--- src/rtl/spi_controller.sv ---
// SPI mode-0 initiator: serializes one 16-bit {rw, addr[6:0], data[7:0]} frame per
// accepted request, MSB first, with setup, hold and inter-frame gap of CLK_DIV cycles each.
module spi_controller #(
  parameter int unsigned CLK_DIV = 4
) (
  input  logic       clk,
  input  logic       rst,
  input  logic       req_valid,
  output logic       req_ready,
  input  logic       req_write,
  input  logic [6:0] req_addr,
  input  logic [7:0] req_data,
  output logic       busy,
  output logic       done,
  output logic       sclk,
  output logic       copi,
  output logic       cs_n
);
  localparam int unsigned CW = (CLK_DIV > 2) ? $clog2(CLK_DIV) : 1;
  localparam logic [CW-1:0] CNT_MAX = CW'(CLK_DIV - 1);
  localparam int unsigned SW = 15;

  // The peripheral's two-flop synchronizers need at least two cycles per sclk level.
  if (CLK_DIV < 2) begin : g_bad_clk_div
    $error("spi_controller: CLK_DIV must be >= 2");
  end

  typedef enum logic [2:0] {IDLE, LOW, HIGH, HOLD, GAP} state_t;

  state_t        state, state_next;
  logic [CW-1:0] cnt, cnt_next;
  logic [3:0]    bit_cnt, bit_cnt_next;
  logic [SW-1:0] shreg, shreg_next;
  logic          copi_next, sclk_next, cs_n_next, busy_next, done_next;
  logic          half_end;

  assign half_end  = (cnt == CNT_MAX);
  assign req_ready = (state == IDLE);

  always_ff @(posedge clk or posedge rst) begin
    if (rst) begin
      state   <= IDLE;
      cnt     <= {CW{1'b0}};
      bit_cnt <= 4'd0;
      shreg   <= {SW{1'b0}};
      copi    <= 1'b0;
      sclk    <= 1'b0;
      cs_n    <= 1'b1;
      busy    <= 1'b0;
      done    <= 1'b0;
    end else begin
      state   <= state_next;
      cnt     <= cnt_next;
      bit_cnt <= bit_cnt_next;
      shreg   <= shreg_next;
      copi    <= copi_next;
      sclk    <= sclk_next;
      cs_n    <= cs_n_next;
      busy    <= busy_next;
      done    <= done_next;
    end
  end

  // Bit 15 goes straight to copi at acceptance; shreg holds the remaining 15 bits.
  always_comb begin
    state_next   = state;
    cnt_next     = cnt;
    bit_cnt_next = bit_cnt;
    shreg_next   = shreg;
    copi_next    = copi;

    case (state)
      IDLE: begin
        if (req_valid) begin
          state_next   = LOW;
          cnt_next     = {CW{1'b0}};
          bit_cnt_next = 4'd15;
          shreg_next   = {req_addr, req_data};
          copi_next    = req_write;
        end
      end
      LOW: begin
        cnt_next = half_end ? {CW{1'b0}} : cnt + CW'(1);
        if (half_end) state_next = HIGH;
      end
      HIGH: begin
        cnt_next = half_end ? {CW{1'b0}} : cnt + CW'(1);
        if (half_end) begin
          if (bit_cnt == 4'd0) begin
            state_next = HOLD;
          end else begin
            state_next   = LOW;
            bit_cnt_next = bit_cnt - 4'd1;
            shreg_next   = {shreg[SW-2:0], 1'b0};
            copi_next    = shreg[SW-1];
          end
        end
      end
      HOLD: begin
        cnt_next = half_end ? {CW{1'b0}} : cnt + CW'(1);
        if (half_end) begin
          state_next = GAP;
          copi_next  = 1'b0;
        end
      end
      GAP: begin
        cnt_next = half_end ? {CW{1'b0}} : cnt + CW'(1);
        if (half_end) state_next = IDLE;
      end
      default: state_next = IDLE;
    endcase

    sclk_next = (state_next == HIGH);
    cs_n_next = !(state_next inside {LOW, HIGH, HOLD});
    busy_next = (state_next != IDLE);
    done_next = (state == HOLD) && (state_next == GAP);
  end
endmodule

--- config.mk ---
export PLATFORM = sky130hd
export DESIGN_NAME = spi_controller
export DESIGN_NICKNAME = d
export VERILOG_FILES = /design/src/rtl/spi_controller.sv
export SDC_FILE = /design/constraint.sdc
export NUM_CORES = 1
export LEC_CHECK = 0
export BUFFER_PORTS_ARGS = -buffer_cell sky130_fd_sc_hd__buf_2
export CELL_PAD_IN_SITES_DETAIL_PLACEMENT = 0
export CELL_PAD_IN_SITES_GLOBAL_PLACEMENT = 1
export CORE_ASPECT_RATIO = 0.6
export CORE_UTILIZATION = 25
export DETAILED_ROUTE_END_ITERATION = 10
export HOLD_SLACK_MARGIN = 0.12
export PLACE_DENSITY_LB_ADDON = 0.1
export SYNTH_ARGS = -nofsm -noshare
export SYNTH_HDL_FRONTEND = slang
export SYNTH_SLANG_ARGS = --single-unit
--- constraint.sdc ---
create_clock -name clk -period 2.08 [get_ports clk]
set_clock_uncertainty 0.05 [all_clocks]
set_input_delay 0.208 -clock clk [delete_from_list [all_inputs] [get_ports clk]]
set_output_delay 0.208 -clock clk [all_outputs]
set_load 0.03 [all_outputs]
==> results.toml <==
[status]
outcome = "finished clean"

[clock_tree]
clock_latency_ns = 0.28
clkTransAtPathRegs_ns = 0.06
cts_buffer_depth = 2
cts_root_buf = "clkbuf_8"
cts_resized = 0
cts_tree = "done"
htree_levels = 2
clock-sinks = 29
numCtsBuffers = 5

[sta]
finalCritPeriodShare = 0.8881
clock.fmax_mhz = 541.3
fin_crit_ns = 1.847
worst_pin_slew_ns = 0.4336
hold_viol_final = 0
totalNegativeSetupSlack_ns = 0
max-slew-margin-rel = 0.7109
rsz0062_at_grt = "false"
drv_slew = 0
postLayoutSetupSlackWorst_ns = 0.2327
setup_viol = 0

[route]
drtIter0Drc = 43
via_per_inst = 4.453
drt-pass1-iter-count = 4
num_vias = 1140
drcViolationCount = 0
wl_per_cell_um = 12.92
routed_wl_mm = 3.307
route.antenna.remaining_nets = 0

[yosys]
synthArstFlopShare = 1.000
ys_seq_area_frac = 0.5057
syn-num-nets = 168
synth_cell_types = 34
synth_top_area_frac = 0.4874
syn_area_per_cell_um2 = 9.847
syn_area_um2 = 1438
synth.ff_latch_count = 29
synth_warnings = 0
synth_commonest_cells = "dfrtp_1 (28), nor2_1 (21), o22ai_1 (14)"
yosysTopAreaCell = "dfrtp_1"
synthFlopType = "dfrtp_1"
synthCells = 146
ys_top_cells_by_area = "dfrtp_1 (49%), o22ai_1 (6.1%), nor3_2 (5.6%), nor2_1 (5.5%), nor3_1 (3.8%)"
yosysMostFrequentCell = "dfrtp_1"
synth-edff-count = 0

[worst_setup_path]
slowest_delay_ns = 0.41
cp-start-kind = "flip-flop"
crit_fanout = 15
critPathArrivalTime_ns = 1.97
worstPathRequired_ns = 2.20
worstPathCellList = "inv_1 > ha_1 > or3b_4 > and3_1 > buf_12 > nor3_1 > nor2_1"
critPathKind = "flip-flop to flip-flop"
end_kind = "flip-flop"
slowest_stage = "dfrtp_1"
r2r_slack_ns = 0.23

[global_routing]
grt_max_degree = 30
grtUsageTotal = 0.1254
grt_pass1_wl_mm = 5.499
grt-ovfl-total = 0
grt_pass1_vias = 1073
antenna_found_initial = 0

[power_and_ir_drop]
comb_power_share = 0.030
switchingPower_mw = 0.2380
internal-power_mw = 0.9719
p_clk_frac = 0.504
swShare = 0.1967
ir_worst_vdd_mv = 0.2189
p_per_area_nw_per_um2 = 671.5
power_leakage_nw = 0.8526
seq_power_share = 0.466

[floorplanning]
floorplan.initialDensity = 0.2710
die_x_um = 99.90
dieArea_um2 = 6068
fp.dieH_um = 60.74
pin_count = 25
rows = 20
core-area_um2 = 5305

[run]
maxCapViolCount = 0

[layout]
n_antenna_cell = 0
syn_to_final_growth_pct = 25.33
layout-drive-gt1-share = 0.2961
layout.nets = 200
fill_cells = 572

[placement]
place_ws_ns = 0.2361
io_buffers = 24
gp_congestion = 0.7459
hpwl_mm = 2.216

[hold_path]
hold_class = "primary input to flip-flop"
[state kept, by name (all words and copies together), names as in the netlist, 2 cells and up]
| name | flops |
|---|---|
| shreg | 15 |
| cnt | 2 |
| bit_cnt | 4 |
| state | 3 |
[worst max-delay path, delay by kind of cell (launching register included)]
| family | cells | cell delay, ns |
|---|---|---|
| adder cells (fa/ha/maj) | 1 | 0.13 |
| buffers and inverters | 2 | 0.26 |
| flip-flops | 1 | 0.41 |
| AND/OR/NAND/NOR | 4 | 0.88 |
[what timing repair did]
| item | 4_1_cts | 5_1_grt |
|---|---|---|
| buffers inserted | 0 | 0 |
| hold buffers | 2 | 0 |
| endpoints found under the hold margin | 29 | 0 |
[final cells by class]
| type | instances | area, µm² | area share |
|---|---|---|---|
| clock buffer | 7 | 86.33 | 0.04792 |
| clock inverter | 1 | 30.03 | 0.01667 |
| inverter | 6 | 22.52 | 0.01250 |
| multi-input combinational | 101 | 619.3 | 0.3437 |
| sequential | 29 | 726.9 | 0.4035 |
| tap | 77 | 96.34 | 0.05347 |
| timing repair buffer | 35 | 220.2 | 0.1222 |
[power groups by stage]
stage | clock [mW] | sequential, mW | combinational (mW)
finish | 0.609 | 0.564 | 0.0366
detailed placement | 0 | 0.574 | 0.0357
floorplan | 0 | 0.574 | 0.0109
global placement | 0 | 0.574 | 0.0348
global route | 0.656 | 0.563 | 0.0420
CTS | 0.631 | 0.564 | 0.0385
[cells by family after synthesis]
family,Yosys count,synth area share
fa+ha+maj,3,0.02611
buf+inv,16,0.06701
simple gates,61,0.2359
xor+xnor,1,0.006093
flops,29,0.5057
compound gates,34,0.1453
mux,2,0.01393
[routing by layer]
| metal | global-route usage | up-vias | part of all wire |
|---|---|---|---|
| met2 | 0.1606 | 26 | 0.38 |
| met5 | 0 | - | 0 |
| met3 | 0.04147 | 8 | 0.050 |
| met1 | 0.1847 | 527 | 0.56 |
| met4 | 0.06303 | 0 | 0.016 |
| li1 | - | 579 | - |
[cells in the final DEF (no fill, tap or decap), drive strengths merged, types with 2 or more instances in the layout]
cell,n
o21ai,7
dfrtp,28
a31oi,2
dlygate4sd3,2
nand3,2
a21oi,5
nor3b,3
nor2,21
inv,6
a211oi,3
o22ai,14
ha,3
nand2b,3
clkbuf,7
mux2i,2
buf,33
nand2,7
nor3,19
[stage by stage]
stage	instance area [µm²]	utilization	power [mW]	hold WS, ns	instances
after floorplan	1443	-	0.5854	0.2354	146
after global placement	1665	0.3139	0.6093	0.2564	246
after detailed placement	1665	0.3139	0.6102	0.2673	246
after CTS	1802	0.3396	1.233	0.1228	256
after global routing	1802	0.3396	1.262	0.1333	256
final	1802	0.3396	1.210	0.1287	256
[path summary, 6_finish.rpt]
kind / start / to / cells after the start
worst max register to register: bit_cnt[0] / shreg[11] / 7
worst min-delay path: req_data[6] / shreg[6] / 3
min in group asynchronous: rst / done / 4
worst min register to register: shreg[0] / shreg[0] / 2
max in group asynchronous: rst / cs_n / 4
worst max-delay path: bit_cnt[0] / shreg[11] / 7
Power figures use the tool's default switching activity.
